### src/rtl/lockout_if.sv
// Handshake bundle between the confirm front-end, the lockout controller and the door FSM.
// The controller takes the slave view; the driver of attempts and verdicts takes the master view.
interface lockout_if;
   logic       i_attempt;
   logic       i_correct;
   logic       i_incorrect;
   logic       i_relock;
   logic       o_confirm;
   logic       o_locked;
   logic       o_open;
   logic       o_rejected;
   logic [7:0] o_secs_left;
   logic [1:0] o_trials_left;
   logic [1:0] o_state;

   modport master (
      output i_attempt, i_correct, i_incorrect, i_relock,
      input  o_confirm, o_locked, o_open, o_rejected, o_secs_left, o_trials_left, o_state
   );

   modport slave (
      input  i_attempt, i_correct, i_incorrect, i_relock,
      output o_confirm, o_locked, o_open, o_rejected, o_secs_left, o_trials_left, o_state
   );
endinterface

### src/rtl/lockout_controller.sv
// Attempt sequencer with failure counting and an escalating, tick-timed lockout.
// Every output is a flop; level outputs are loaded from the next-state values.
module lockout_controller #(
   parameter int unsigned CLK_IN         = 50_000_000,
   parameter int unsigned TICK_DIV       = CLK_IN,
   parameter int unsigned MAX_TRIALS     = 3,
   parameter int unsigned BASE_LOCK_S    = 10,
   parameter int unsigned MAX_LOCK_S     = 160,
   parameter int unsigned RESULT_TIMEOUT = 16
) (
   input logic      i_clk,
   input logic      i_reset,
   lockout_if.slave bus
);

   localparam int unsigned TickW = (TICK_DIV > 1) ? $clog2(TICK_DIV) : 1;
   localparam int unsigned WaitW = (RESULT_TIMEOUT > 1) ? $clog2(RESULT_TIMEOUT) : 1;
   localparam logic [TickW-1:0] TickMax   = TickW'(TICK_DIV - 1);
   localparam logic [WaitW-1:0] WaitMax   = WaitW'(RESULT_TIMEOUT - 1);
   localparam logic [7:0]       BaseLock  = 8'(BASE_LOCK_S);
   localparam logic [8:0]       MaxLock9  = 9'(MAX_LOCK_S);
   localparam logic [1:0]       MaxTrials = 2'(MAX_TRIALS);

   typedef enum logic [1:0] {
      StIdle   = 2'd0,
      StWait   = 2'd1,
      StLocked = 2'd2,
      StOpen   = 2'd3
   } state_e;

   state_e           state_q, state_d;
   logic [1:0]       fail_cnt_q, fail_cnt_d;
   logic [7:0]       cur_lock_q, cur_lock_d;
   logic [TickW-1:0] tick_cnt_q, tick_cnt_d;
   logic [WaitW-1:0] wait_cnt_q, wait_cnt_d;
   logic [7:0]       secs_left_q, secs_left_d;
   logic [1:0]       trials_left_q, trials_left_d;
   logic             confirm_q, confirm_d;
   logic             rejected_q, rejected_d;
   logic             locked_q, locked_d;
   logic             open_q, open_d;

   logic [8:0] lock_dbl;
   logic [2:0] fail_inc;

   // Doubling is done one bit wider so the cap compare sees the true value.
   assign lock_dbl = {cur_lock_q, 1'b0};
   assign fail_inc = {1'b0, fail_cnt_q} + 3'd1;

   always_comb begin
      state_d     = state_q;
      fail_cnt_d  = fail_cnt_q;
      cur_lock_d  = cur_lock_q;
      tick_cnt_d  = tick_cnt_q;
      wait_cnt_d  = wait_cnt_q;
      secs_left_d = secs_left_q;
      confirm_d   = 1'b0;
      rejected_d  = 1'b0;

      unique case (state_q)
         StIdle: begin
            if (bus.i_attempt) begin
               confirm_d  = 1'b1;
               wait_cnt_d = '0;
               state_d    = StWait;
            end
         end
         StWait: begin
            rejected_d = bus.i_attempt;
            if (bus.i_incorrect) begin
               if (fail_inc == {1'b0, MaxTrials}) begin
                  state_d     = StLocked;
                  secs_left_d = cur_lock_q;
                  tick_cnt_d  = '0;
                  fail_cnt_d  = '0;
                  cur_lock_d  = (lock_dbl > MaxLock9) ? MaxLock9[7:0] : lock_dbl[7:0];
               end else begin
                  fail_cnt_d = fail_inc[1:0];
                  state_d    = StIdle;
               end
            end else if (bus.i_correct) begin
               state_d    = StOpen;
               fail_cnt_d = '0;
               cur_lock_d = BaseLock;
            end else if (wait_cnt_q == WaitMax) begin
               state_d = StIdle;
            end else begin
               wait_cnt_d = wait_cnt_q + 1'b1;
            end
         end
         StLocked: begin
            rejected_d = bus.i_attempt;
            if (tick_cnt_q == TickMax) begin
               tick_cnt_d  = '0;
               secs_left_d = secs_left_q - 8'd1;
               if (secs_left_q == 8'd1) begin
                  state_d = StIdle;
               end
            end else begin
               tick_cnt_d = tick_cnt_q + 1'b1;
            end
         end
         StOpen: begin
            rejected_d = bus.i_attempt;
            if (bus.i_relock) begin
               state_d = StIdle;
            end
         end
      endcase

      trials_left_d = MaxTrials - fail_cnt_d;
      locked_d      = (state_d == StLocked);
      open_d        = (state_d == StOpen);
   end

   always_ff @(posedge i_clk) begin
      if (i_reset) begin
         state_q       <= StIdle;
         fail_cnt_q    <= '0;
         cur_lock_q    <= BaseLock;
         tick_cnt_q    <= '0;
         wait_cnt_q    <= '0;
         secs_left_q   <= '0;
         trials_left_q <= MaxTrials;
         confirm_q     <= 1'b0;
         rejected_q    <= 1'b0;
         locked_q      <= 1'b0;
         open_q        <= 1'b0;
      end else begin
         state_q       <= state_d;
         fail_cnt_q    <= fail_cnt_d;
         cur_lock_q    <= cur_lock_d;
         tick_cnt_q    <= tick_cnt_d;
         wait_cnt_q    <= wait_cnt_d;
         secs_left_q   <= secs_left_d;
         trials_left_q <= trials_left_d;
         confirm_q     <= confirm_d;
         rejected_q    <= rejected_d;
         locked_q      <= locked_d;
         open_q        <= open_d;
      end
   end

   assign bus.o_state       = state_q;
   assign bus.o_secs_left   = secs_left_q;
   assign bus.o_trials_left = trials_left_q;
   assign bus.o_confirm     = confirm_q;
   assign bus.o_rejected    = rejected_q;
   assign bus.o_locked      = locked_q;
   assign bus.o_open        = open_q;

endmodule

### src/flat_wrapper.sv
// flat-port wrapper written by rule: the top's interface ports become plain ports
module lockout_controller_flat 
#(
   parameter int unsigned CLK_IN         = 50_000_000,
   parameter int unsigned TICK_DIV       = CLK_IN,
   parameter int unsigned MAX_TRIALS     = 3,
   parameter int unsigned BASE_LOCK_S    = 10,
   parameter int unsigned MAX_LOCK_S     = 160,
   parameter int unsigned RESULT_TIMEOUT = 16
)
  (i_clk, i_reset, bus_i_attempt, bus_i_correct, bus_i_incorrect, bus_i_relock, bus_o_confirm, bus_o_locked, bus_o_open, bus_o_rejected, bus_o_secs_left, bus_o_trials_left, bus_o_state);
  lockout_if bus_i ();
  input logic i_clk;
  input logic i_reset;
  input wire logic [$bits(bus_i.i_attempt)-1:0] bus_i_attempt;
  input wire logic [$bits(bus_i.i_correct)-1:0] bus_i_correct;
  input wire logic [$bits(bus_i.i_incorrect)-1:0] bus_i_incorrect;
  input wire logic [$bits(bus_i.i_relock)-1:0] bus_i_relock;
  output wire logic [$bits(bus_i.o_confirm)-1:0] bus_o_confirm;
  output wire logic [$bits(bus_i.o_locked)-1:0] bus_o_locked;
  output wire logic [$bits(bus_i.o_open)-1:0] bus_o_open;
  output wire logic [$bits(bus_i.o_rejected)-1:0] bus_o_rejected;
  output wire logic [$bits(bus_i.o_secs_left)-1:0] bus_o_secs_left;
  output wire logic [$bits(bus_i.o_trials_left)-1:0] bus_o_trials_left;
  output wire logic [$bits(bus_i.o_state)-1:0] bus_o_state;
  assign bus_i.i_attempt = bus_i_attempt;
  assign bus_i.i_correct = bus_i_correct;
  assign bus_i.i_incorrect = bus_i_incorrect;
  assign bus_i.i_relock = bus_i_relock;
  assign bus_o_confirm = bus_i.o_confirm;
  assign bus_o_locked = bus_i.o_locked;
  assign bus_o_open = bus_i.o_open;
  assign bus_o_rejected = bus_i.o_rejected;
  assign bus_o_secs_left = bus_i.o_secs_left;
  assign bus_o_trials_left = bus_i.o_trials_left;
  assign bus_o_state = bus_i.o_state;
  lockout_controller #(.CLK_IN(CLK_IN), .TICK_DIV(TICK_DIV), .MAX_TRIALS(MAX_TRIALS), .BASE_LOCK_S(BASE_LOCK_S), .MAX_LOCK_S(MAX_LOCK_S), .RESULT_TIMEOUT(RESULT_TIMEOUT)) u_core (.i_clk(i_clk), .i_reset(i_reset), .bus(bus_i));
endmodule
### config.mk
export PLATFORM = sky130hd
export DESIGN_NAME = lockout_controller_flat
export DESIGN_NICKNAME = d
export VERILOG_FILES = /design/src/rtl/lockout_if.sv /design/src/rtl/lockout_controller.sv /design/src/flat_wrapper.sv
export SDC_FILE = /design/constraint.sdc
export NUM_CORES = 1
export LEC_CHECK = 0
export ABC_AREA = 0
export BUFFER_PORTS_ARGS = -buffer_cell sky130_fd_sc_hd__buf_2
export CAP_MARGIN = 20
export CORE_MARGIN = 4
export CORE_UTILIZATION = 30
export DETAILED_ROUTE_END_ITERATION = 7
export SLEW_MARGIN = 20
export SYNTH_ARGS = -nofsm -noshare
export SYNTH_HDL_FRONTEND = slang
export SYNTH_SLANG_ARGS = --single-unit
### constraint.sdc
create_clock -name i_clk -period 1.9 [get_ports i_clk]
set_clock_uncertainty 0.1 [all_clocks]
set_input_delay 0 -clock i_clk [delete_from_list [all_inputs] [get_ports i_clk]]
set_output_delay 0 -clock i_clk [all_outputs]
set_load 0.02 [all_outputs]
==> run_summary.xml, run 1 <==
<?xml version="1.0" encoding="UTF-8"?>
<metrics>
  <group name="logic_synthesis">
    <metric name="postSynth.topFlopCell" unit="">dfxtp_1</metric>
    <metric name="synth_top_area_share" unit="%">39.2</metric>
    <metric name="synth_top_cells_by_area" unit="">dfxtp_1 39%, a21oi_1 5.2%, nor2_1 4.9%, nand2_1 3.7%, nand3_1 3.7%</metric>
    <metric name="post_synth_num_cell_types" unit="">52</metric>
    <metric name="number_of_flops_mapped_to_enable_cells_by_yosys" unit="">0</metric>
    <metric name="yosys.area.top_type" unit="">dfxtp_1</metric>
    <metric name="synth-seq-cells" unit="">55</metric>
    <metric name="mappedNetlistNets" unit="">347</metric>
    <metric name="number_of_instances_in_the_synthesized_netlist" unit="">337</metric>
    <metric name="yosysSeqAreaShare" unit="%">39.2</metric>
    <metric name="async_flop_share" unit="%">0</metric>
    <metric name="yosysWarnings" unit="">0</metric>
    <metric name="synthesis.area" unit="mm²">0.00281</metric>
    <metric name="syn_avg_cell_area" unit="µm²">8.34</metric>
  </group>
  <group name="drt">
    <metric name="detailedRoute.firstIterationViolations" unit="">75</metric>
    <metric name="drc_errors" unit="">0</metric>
    <metric name="drt-pass1-iter-count" unit="">4</metric>
    <metric name="total_vias_in_the_final_route" unit="">2774</metric>
    <metric name="totalWireLength" unit="µm">7380</metric>
    <metric name="drt-wirelength-per-cell" unit="µm">13.9</metric>
    <metric name="routed_antenna_nets" unit="">0</metric>
    <metric name="via_per_inst" unit="">5.21</metric>
  </group>
  <group name="sta">
    <metric name="timing.fmax" unit="MHz">494</metric>
    <metric name="fin_tns_setup" unit="ns">-2.78</metric>
    <metric name="fin_ws" unit="ns">-0.126</metric>
    <metric name="slew_hr" unit="%">61.7</metric>
    <metric name="final_hold_viol_count" unit="">0</metric>
    <metric name="finalSetupViolCount" unit="">37</metric>
    <metric name="unrepaired_setup_endpoints_after_global_routing" unit="">true</metric>
    <metric name="measured_slew_at_the_worst_slew_check_pin" unit="ns">0.573</metric>
    <metric name="timing_max_transition_violations_final" unit="">0</metric>
    <metric name="min_period_over_period" unit="%">107</metric>
    <metric name="min_period" unit="ns">2.03</metric>
    <metric name="worst_hold_slack" unit="ns">0.393</metric>
  </group>
  <group name="critical_path">
    <metric name="critical_path.endpoint" unit="">u_core.bus.o_secs_left[6]</metric>
    <metric name="cp_data_arrival_time" unit="ns">2.17</metric>
    <metric name="r2r_end" unit="">u_core.bus.o_secs_left[6]</metric>
    <metric name="critPathSlowestCell" unit="">or4b_4</metric>
    <metric name="path_cells" unit="">or4b_4, nor4_4, a21oi_4, buf_6, or2_0, a21oi_1</metric>
    <metric name="path_max_fanout" unit="">7</metric>
    <metric name="critical_path_required" unit="ns">2.04</metric>
    <metric name="setup.worst_path.class" unit="">reg -&gt; reg</metric>
    <metric name="timing.reg2reg.worst_path_depth" unit="">6</metric>
    <metric name="worst_setup_path_start_kind" unit="">register</metric>
    <metric name="slowest_delay" unit="ns">0.56</metric>
    <metric name="timing.rr.start" unit="">u_core.tick_cnt_q[8]</metric>
    <metric name="reg2reg_setup_slack" unit="ns">-0.13</metric>
    <metric name="timing.critical_path.to_type" unit="">register</metric>
    <metric name="cp-startpoint" unit="">u_core.tick_cnt_q[8]</metric>
  </group>
  <group name="clock_tree">
    <metric name="htree_num_levels" unit="">2</metric>
    <metric name="cts_made_buffers" unit="">5</metric>
    <metric name="clock_tree.buffer_depth" unit="">2</metric>
    <metric name="tritoncts" unit="">done</metric>
    <metric name="clkSlewWorstSetupHoldPaths" unit="ns">0.10</metric>
    <metric name="worstSkewPairLatency" unit="ns">0.31</metric>
    <metric name="cts.sinks" unit="">55</metric>
    <metric name="cts_root_buffer" unit="">clkbuf_8</metric>
  </group>
  <group name="final_layout">
    <metric name="nets" unit="">430</metric>
    <metric name="antenna_cells_inserted" unit="">0</metric>
    <metric name="flow.area_growth_from_synthesis" unit="%">32.3</metric>
    <metric name="final_util" unit="%">40.4</metric>
    <metric name="share_of_cells_above_drive_strength_1" unit="%">27.1</metric>
  </group>
  <group name="pwr">
    <metric name="cellPowerDensity" unit="mW/mm²">546</metric>
    <metric name="total_leakage_power" unit="nW">1.43</metric>
    <metric name="max-vdd-ir-drop" unit="mV">0.232</metric>
    <metric name="total_power" unit="W">0.00203</metric>
  </group>
  <group name="die">
    <metric name="die_x" unit="µm">105</metric>
    <metric name="placement_rows" unit="">35</metric>
    <metric name="die_h" unit="µm">105</metric>
    <metric name="count_of_pins_on_the_block_boundary" unit="">22</metric>
    <metric name="floorplan.die_area" unit="mm²">0.0110</metric>
    <metric name="initial_standard_cell_utilization_of_the_core" unit="%">30.6</metric>
    <metric name="core_area" unit="mm²">0.00920</metric>
  </group>
  <group name="place">
    <metric name="finalWeightedCongestion" unit="">0.858</metric>
    <metric name="dpl_worst_slack" unit="ns">-0.109</metric>
    <metric name="buffer_ports.inserted" unit="">21</metric>
    <metric name="hpwlAfterDp" unit="µm">5590</metric>
  </group>
  <group name="hold_path">
    <metric name="hold_path.class" unit="">reg -&gt; reg</metric>
  </group>
  <group name="run_status">
    <metric name="violations" unit="">negative setup slack</metric>
    <metric name="status" unit="">finished with violations</metric>
  </group>
  <group name="global_routing">
    <metric name="global_route.overflow_total" unit="">0</metric>
    <metric name="grt_pass1_vias" unit="">2687</metric>
    <metric name="grt_use_total" unit="%">13.9</metric>
    <metric name="grt_antenna_before_repair" unit="">0</metric>
    <metric name="grt_pass1_wl" unit="µm">12700</metric>
    <metric name="pin_count_of_the_biggest_net_entering_global_routing" unit="">20</metric>
  </group>
  <group name="run">
    <metric name="max-cap-violations" unit="">0</metric>
  </group>
</metrics>
==> cell families (layout without fill, tap and decap cells) <==
group | Yosys count | after routing | synth area share, %
and+or+nand+nor | 166 | 166 | 33.4
AOI/OAI and AO/OA | 69 | 69 | 15.5
DFF | 55 | 55 | 39.2
buffers and inverters | 24 | 108 | 4.05
xor gates and xnor gates | 16 | 16 | 4.99
adders and majority gates | 4 | 4 | 1.78
muxes | 3 | 3 | 1.07
==> synthesized netlist by cell type, drive strengths merged (2+ instances only) <==
library cell	instances
dfxtp	55
nor2	37
a21oi	32
nand2	28
nand3	21
nand4	13
o21ai	12
nor3	11
inv	10
nor4	10
xor2	10
nand2b	9
buf	7
clkbuf	7
nor2b	6
xnor2	6
a31oi	5
ha	4
nand3b	4
nor3b	4
or2	4
or3	4
a22oi	3
a41oi	3
mux2i	3
nand4b	3
nor4b	3
a211oi	2
and4	2
o22a	2
o31ai	2
o32ai	2
or4b	2
==> report_power, final <==
part,total (W),switching [W],internal [W]
registers,0.00117,0.00000978,0.00116
logic,0.000168,0.0000934,0.0000746
clock network,0.000690,0.000391,0.000298
total,0.00203,0.000494,0.00154
==> what timing repair did <==
item / CTS / global route
buffers inserted: 2 / 2
endpoints found under the setup margin: 29 / 37
resized for setup: 7 / 7
pin swaps: 19 / 6
hold endpoints to repair: 16 / 0
hold buffers: 5 / 0
cloned: 1 / 0
==> per-layer routing <==
metal	GRT usage, %	vias to the layer above	wire [µm]
li1	-	1387	-
met1	18.0	1340	3370
met2	23.7	37	3690
met3	2.47	10	216
met4	3.75	0	113
met5	0	-	0
==> placed cells by master, fill, tap and decap left out, types with 3 or more instances in the layout <==
cell | synthesis | layout
o21ai_1 | 4 | 6
nor2b_1 | 6 | 5
inv_1 | 10 | 10
dlygate4sd3_1 | 0 | 5
mux2i_1 | 3 | 3
nand3b_1 | 4 | 4
clkbuf_8 | 0 | 6
nand4b_1 | 3 | 3
a21oi_1 | 29 | 29
a31oi_1 | 5 | 5
nand2b_1 | 9 | 9
nand3_1 | 21 | 20
nor3b_1 | 4 | 4
buf_2 | 4 | 22
or2_0 | 4 | 4
nor3_1 | 10 | 9
or3_1 | 4 | 4
nor2_1 | 37 | 37
ha_1 | 4 | 4
nor4_1 | 5 | 5
xor2_1 | 10 | 10
xnor2_1 | 6 | 6
nand4_1 | 13 | 13
o21ai_0 | 8 | 6
nand2_1 | 28 | 28
dfxtp_1 | 55 | 53
a41oi_1 | 3 | 3
buf_4 | 1 | 59
nor4_4 | 2 | 4
==> state kept, by name, indices dropped and copies added (netlist names) <==
name                      count
u_core.bus.o_confirm          1
u_core.fail_cnt_q             2
u_core.cur_lock_q             7
u_core.bus.o_open             1
u_core.bus.o_state            2
u_core.bus.o_rejected         1
u_core.bus.o_secs_left        8
u_core.tick_cnt_q            26
u_core.bus.o_trials_left      2
u_core.bus.o_locked           1
u_core.wait_cnt_q             4
==> critical path: cells and delay by family, from the launching register on <==
family                 cells  cell delay (ns)
and+or+nand+nor            3             1.14
DFF                        1             0.34
AOI/OAI and AO/OA          2             0.23
buffers and inverters      1             0.15
==> layout make-up <==
type	instances	area, µm²
Multi-Input combinational cell	258	1670
Clock inverter	2	16.3
Sequential cell	55	1100
Tap cell	111	139
Clock buffer	6	82.6
Fill cell	928	5480
Inverter	10	37.5
Timing Repair Buffer	90	666
==> how the worst min path moves through the flow <==
stage,from,cells after the start,end,slack [ns]
floorplan,bus_i_correct,2,u_core.cur_lock_q[1],0.04
global placement,bus_i_attempt,2,u_core.bus.o_rejected,0.19
detailed placement,bus_i_attempt,2,u_core.bus.o_rejected,0.19
CTS,u_core.cur_lock_q[2],2,u_core.cur_lock_q[2],0.40
global route,u_core.cur_lock_q[2],2,u_core.cur_lock_q[2],0.43
finish,u_core.cur_lock_q[1],2,u_core.cur_lock_q[1],0.39
==> through the flow <==
stage | cells | cell area (µm²)
final | 532 | 3720
after global routing | 532 | 3720
after CTS | 530 | 3650
after detailed placement | 514 | 3470
after global placement | 514 | 3470
after floorplan | 337 | 2840
(Power assumes the default switching activity.)
==> run 2, diff against run 1 <==
Settings changed: PLACE_DENSITY set to 0.58.
==> run 2 against run 1 <==
Net effect:
- the run still ends with negative setup slack left
- global-route usage shrank 0.38 points
- utilization up 0.41 points
- die area unchanged
- sequential cell count did not move
- worst hold slack better by 0.0026 ns
- total power rose by 1.8%
- routed wire length shrank 1.7%
- first-iteration DRC count grew 52%
- register-to-register slack is essentially flat
- critical path type unchanged
- largest power group unchanged
- highest routed layer unchanged
==> run_summary.xml, run 2 (synthesis results as in run 1) <==
<?xml version="1.0" encoding="UTF-8"?>
<metrics>
  <group name="clock_tree">
    <metric name="htree_num_levels" unit="">2</metric>
    <metric name="clock_tree.buffer_depth" unit="">2</metric>
    <metric name="cts_root_buffer" unit="">clkbuf_8</metric>
    <metric name="cts_made_buffers" unit="">5</metric>
    <metric name="worstSkewPairLatency" unit="ns">0.33</metric>
    <metric name="tritoncts" unit="">done</metric>
    <metric name="clkSlewWorstSetupHoldPaths" unit="ns">0.12</metric>
    <metric name="cts.sinks" unit="">55</metric>
  </group>
  <group name="final_layout">
    <metric name="ff_latch_area" unit="mm²">0.00111</metric>
    <metric name="final_util" unit="%">40.8</metric>
    <metric name="mostFrequentLayoutCells" unit="">58 x buf_4, 49 x dfxtp_1, 36 x nor2_1, 28 x nand2_1, 27 x a21oi_1</metric>
    <metric name="multiInputGateArea" unit="mm²">0.00172</metric>
    <metric name="share_of_cells_above_drive_strength_1" unit="%">30.5</metric>
    <metric name="top_register" unit="">u_core.tick_cnt_q</metric>
    <metric name="flow.area_growth_from_synthesis" unit="%">33.6</metric>
    <metric name="antenna_cells_inserted" unit="">0</metric>
    <metric name="layout.cells.most_common" unit="">buf_4</metric>
    <metric name="largest_reg_flops" unit="">26</metric>
    <metric name="fill_cells" unit="">932</metric>
    <metric name="nets" unit="">429</metric>
  </group>
  <group name="sta">
    <metric name="measured_slew_at_the_worst_slew_check_pin" unit="ns">0.543</metric>
    <metric name="min_period_over_period" unit="%">106</metric>
    <metric name="timing_max_transition_violations_final" unit="">0</metric>
    <metric name="fin_ws" unit="ns">-0.113</metric>
    <metric name="timing.fmax" unit="MHz">497</metric>
    <metric name="final_hold_viol_count" unit="">0</metric>
    <metric name="unrepaired_setup_endpoints_after_global_routing" unit="">true</metric>
    <metric name="finalSetupViolCount" unit="">15</metric>
    <metric name="slew_hr" unit="%">63.7</metric>
    <metric name="min_period" unit="ns">2.01</metric>
  </group>
  <group name="drt">
    <metric name="via_per_inst" unit="">5.08</metric>
    <metric name="routed_antenna_nets" unit="">0</metric>
    <metric name="detailedRoute.firstIterationViolations" unit="">114</metric>
    <metric name="total_vias_in_the_final_route" unit="">2697</metric>
    <metric name="totalWireLength" unit="µm">7260</metric>
    <metric name="drc_errors" unit="">0</metric>
    <metric name="drt-pass1-iter-count" unit="">4</metric>
    <metric name="drt-wirelength-per-cell" unit="µm">13.7</metric>
  </group>
  <group name="place">
    <metric name="buffer_ports.inserted" unit="">21</metric>
    <metric name="finalWeightedCongestion" unit="">0.843</metric>
    <metric name="hpwlAfterDp" unit="µm">5390</metric>
  </group>
  <group name="global_routing">
    <metric name="grt_pass1_wl" unit="µm">12300</metric>
    <metric name="grt_use_total" unit="%">13.5</metric>
    <metric name="grt_pass1_vias" unit="">2611</metric>
    <metric name="grt_antenna_before_repair" unit="">0</metric>
    <metric name="global_route.overflow_total" unit="">0</metric>
    <metric name="pin_count_of_the_biggest_net_entering_global_routing" unit="">27</metric>
  </group>
  <group name="hold_path">
    <metric name="hold_path.class" unit="">in -&gt; reg</metric>
  </group>
  <group name="run_status">
    <metric name="violations" unit="">negative setup slack</metric>
    <metric name="status" unit="">finished with violations</metric>
  </group>
  <group name="pwr">
    <metric name="total_power" unit="W">0.00207</metric>
    <metric name="total_leakage_power" unit="nW">1.44</metric>
    <metric name="cellPowerDensity" unit="mW/mm²">550</metric>
    <metric name="max-vdd-ir-drop" unit="mV">0.305</metric>
  </group>
  <group name="critical_path">
    <metric name="reg2reg_setup_slack" unit="ns">-0.11</metric>
    <metric name="timing.critical_path.to_type" unit="">register</metric>
    <metric name="critical_path_required" unit="ns">2.07</metric>
    <metric name="path_max_fanout" unit="">4</metric>
    <metric name="setup.worst_path.class" unit="">reg -&gt; reg</metric>
    <metric name="worst_setup_path_start_kind" unit="">register</metric>
    <metric name="cp_data_arrival_time" unit="ns">2.18</metric>
  </group>
  <group name="die">
    <metric name="die_h" unit="µm">105</metric>
    <metric name="count_of_pins_on_the_block_boundary" unit="">22</metric>
    <metric name="initial_standard_cell_utilization_of_the_core" unit="%">30.6</metric>
    <metric name="die_x" unit="µm">105</metric>
    <metric name="placement_rows" unit="">35</metric>
    <metric name="core_area" unit="mm²">0.00920</metric>
    <metric name="floorplan.die_area" unit="mm²">0.0110</metric>
  </group>
  <group name="run">
    <metric name="max-cap-violations" unit="">0</metric>
  </group>
</metrics>
run 2: cell types whose count changed in the layout (fill, tap and decap cells not counted), sizes merged:
| cell | delta |
|---|---|
| clkbuf | -1 |
| buf | -1 |
| inv | +3 |
| clkinv | -1 |
| clkinvlp | -1 |
run 2: layout make-up:
class / instances / area share [%]
clock buffer: 5 / 1.83
inverter: 10 / 1.00
sequential: 55 / 29.5
multi-input combinational: 258 / 45.7
tap: 111 / 3.70
clock inverter: 3 / 0.766
timing repair buffer: 89 / 17.5
run 2: worst max-delay path, cell delays in order (launching register included):
cell and delay, ns:
dfxtp_2 0.34, or4b_4 0.57, nor4_4 0.30, a21oi_2 0.13, buf_4 0.15, a211o_1 0.25, a21oi_2 0.12
run 2: per-stage QoR:
| stage | worst slack, ns | hold slack (ns) | instances | setup TNS, ns | area (µm²) |
|---|---|---|---|---|---|
| global placement | -0.0288 | 0.191 | 512 | -0.114 | 3440 |
| CTS | -0.102 | 0.375 | 527 | -0.822 | 3620 |
| global route | -0.178 | 0.383 | 531 | -3.04 | 3750 |
| finish | -0.113 | 0.396 | 531 | -0.863 | 3750 |
| detailed placement | -0.0908 | 0.196 | 512 | -0.431 | 3440 |
| floorplan | 0.00246 | 0.0441 | 337 | 0 | 2840 |
run 2: power breakdown:
| group | internal [W] | switching, W | leakage [nW] |
|---|---|---|---|
| sequential | 0.00116 | 0.00000893 | 0.447 |
| combinational | 0.0000733 | 0.0000940 | 0.943 |
| clock | 0.000280 | 0.000447 | 0.0511 |
run 2: path summary, 6_finish.rpt:
path                                  start                   endpoint  depth (start not counted)
setup / recovery      u_core.tick_cnt_q[11]  u_core.bus.o_secs_left[1]                          6
hold / removal                bus_i_attempt      u_core.bus.o_rejected                          3
setup reg to reg      u_core.tick_cnt_q[11]  u_core.bus.o_secs_left[1]                          6
hold reg to reg   u_core.bus.o_secs_left[6]  u_core.bus.o_secs_left[6]                          2
run 2: metal layers:
| layer | global-route usage [%] | share of wire, % | vias to the layer above |
|---|---|---|---|
| met2 | 22.4 | 49 | 33 |
| met5 | 0 | 0 | - |
| met3 | 3.46 | 3.1 | 8 |
| met4 | 4.40 | 1.4 | 0 |
| li1 | - | - | 1384 |
| met1 | 17.1 | 47 | 1272 |
run 2: repair_timing:
action,CTS,global route
resized for setup,7,25
hold buffers,5,0
endpoints found under the hold margin,16,0
pin swaps,7,6
setup buffers,2,4
endpoints found under the setup margin,18,36
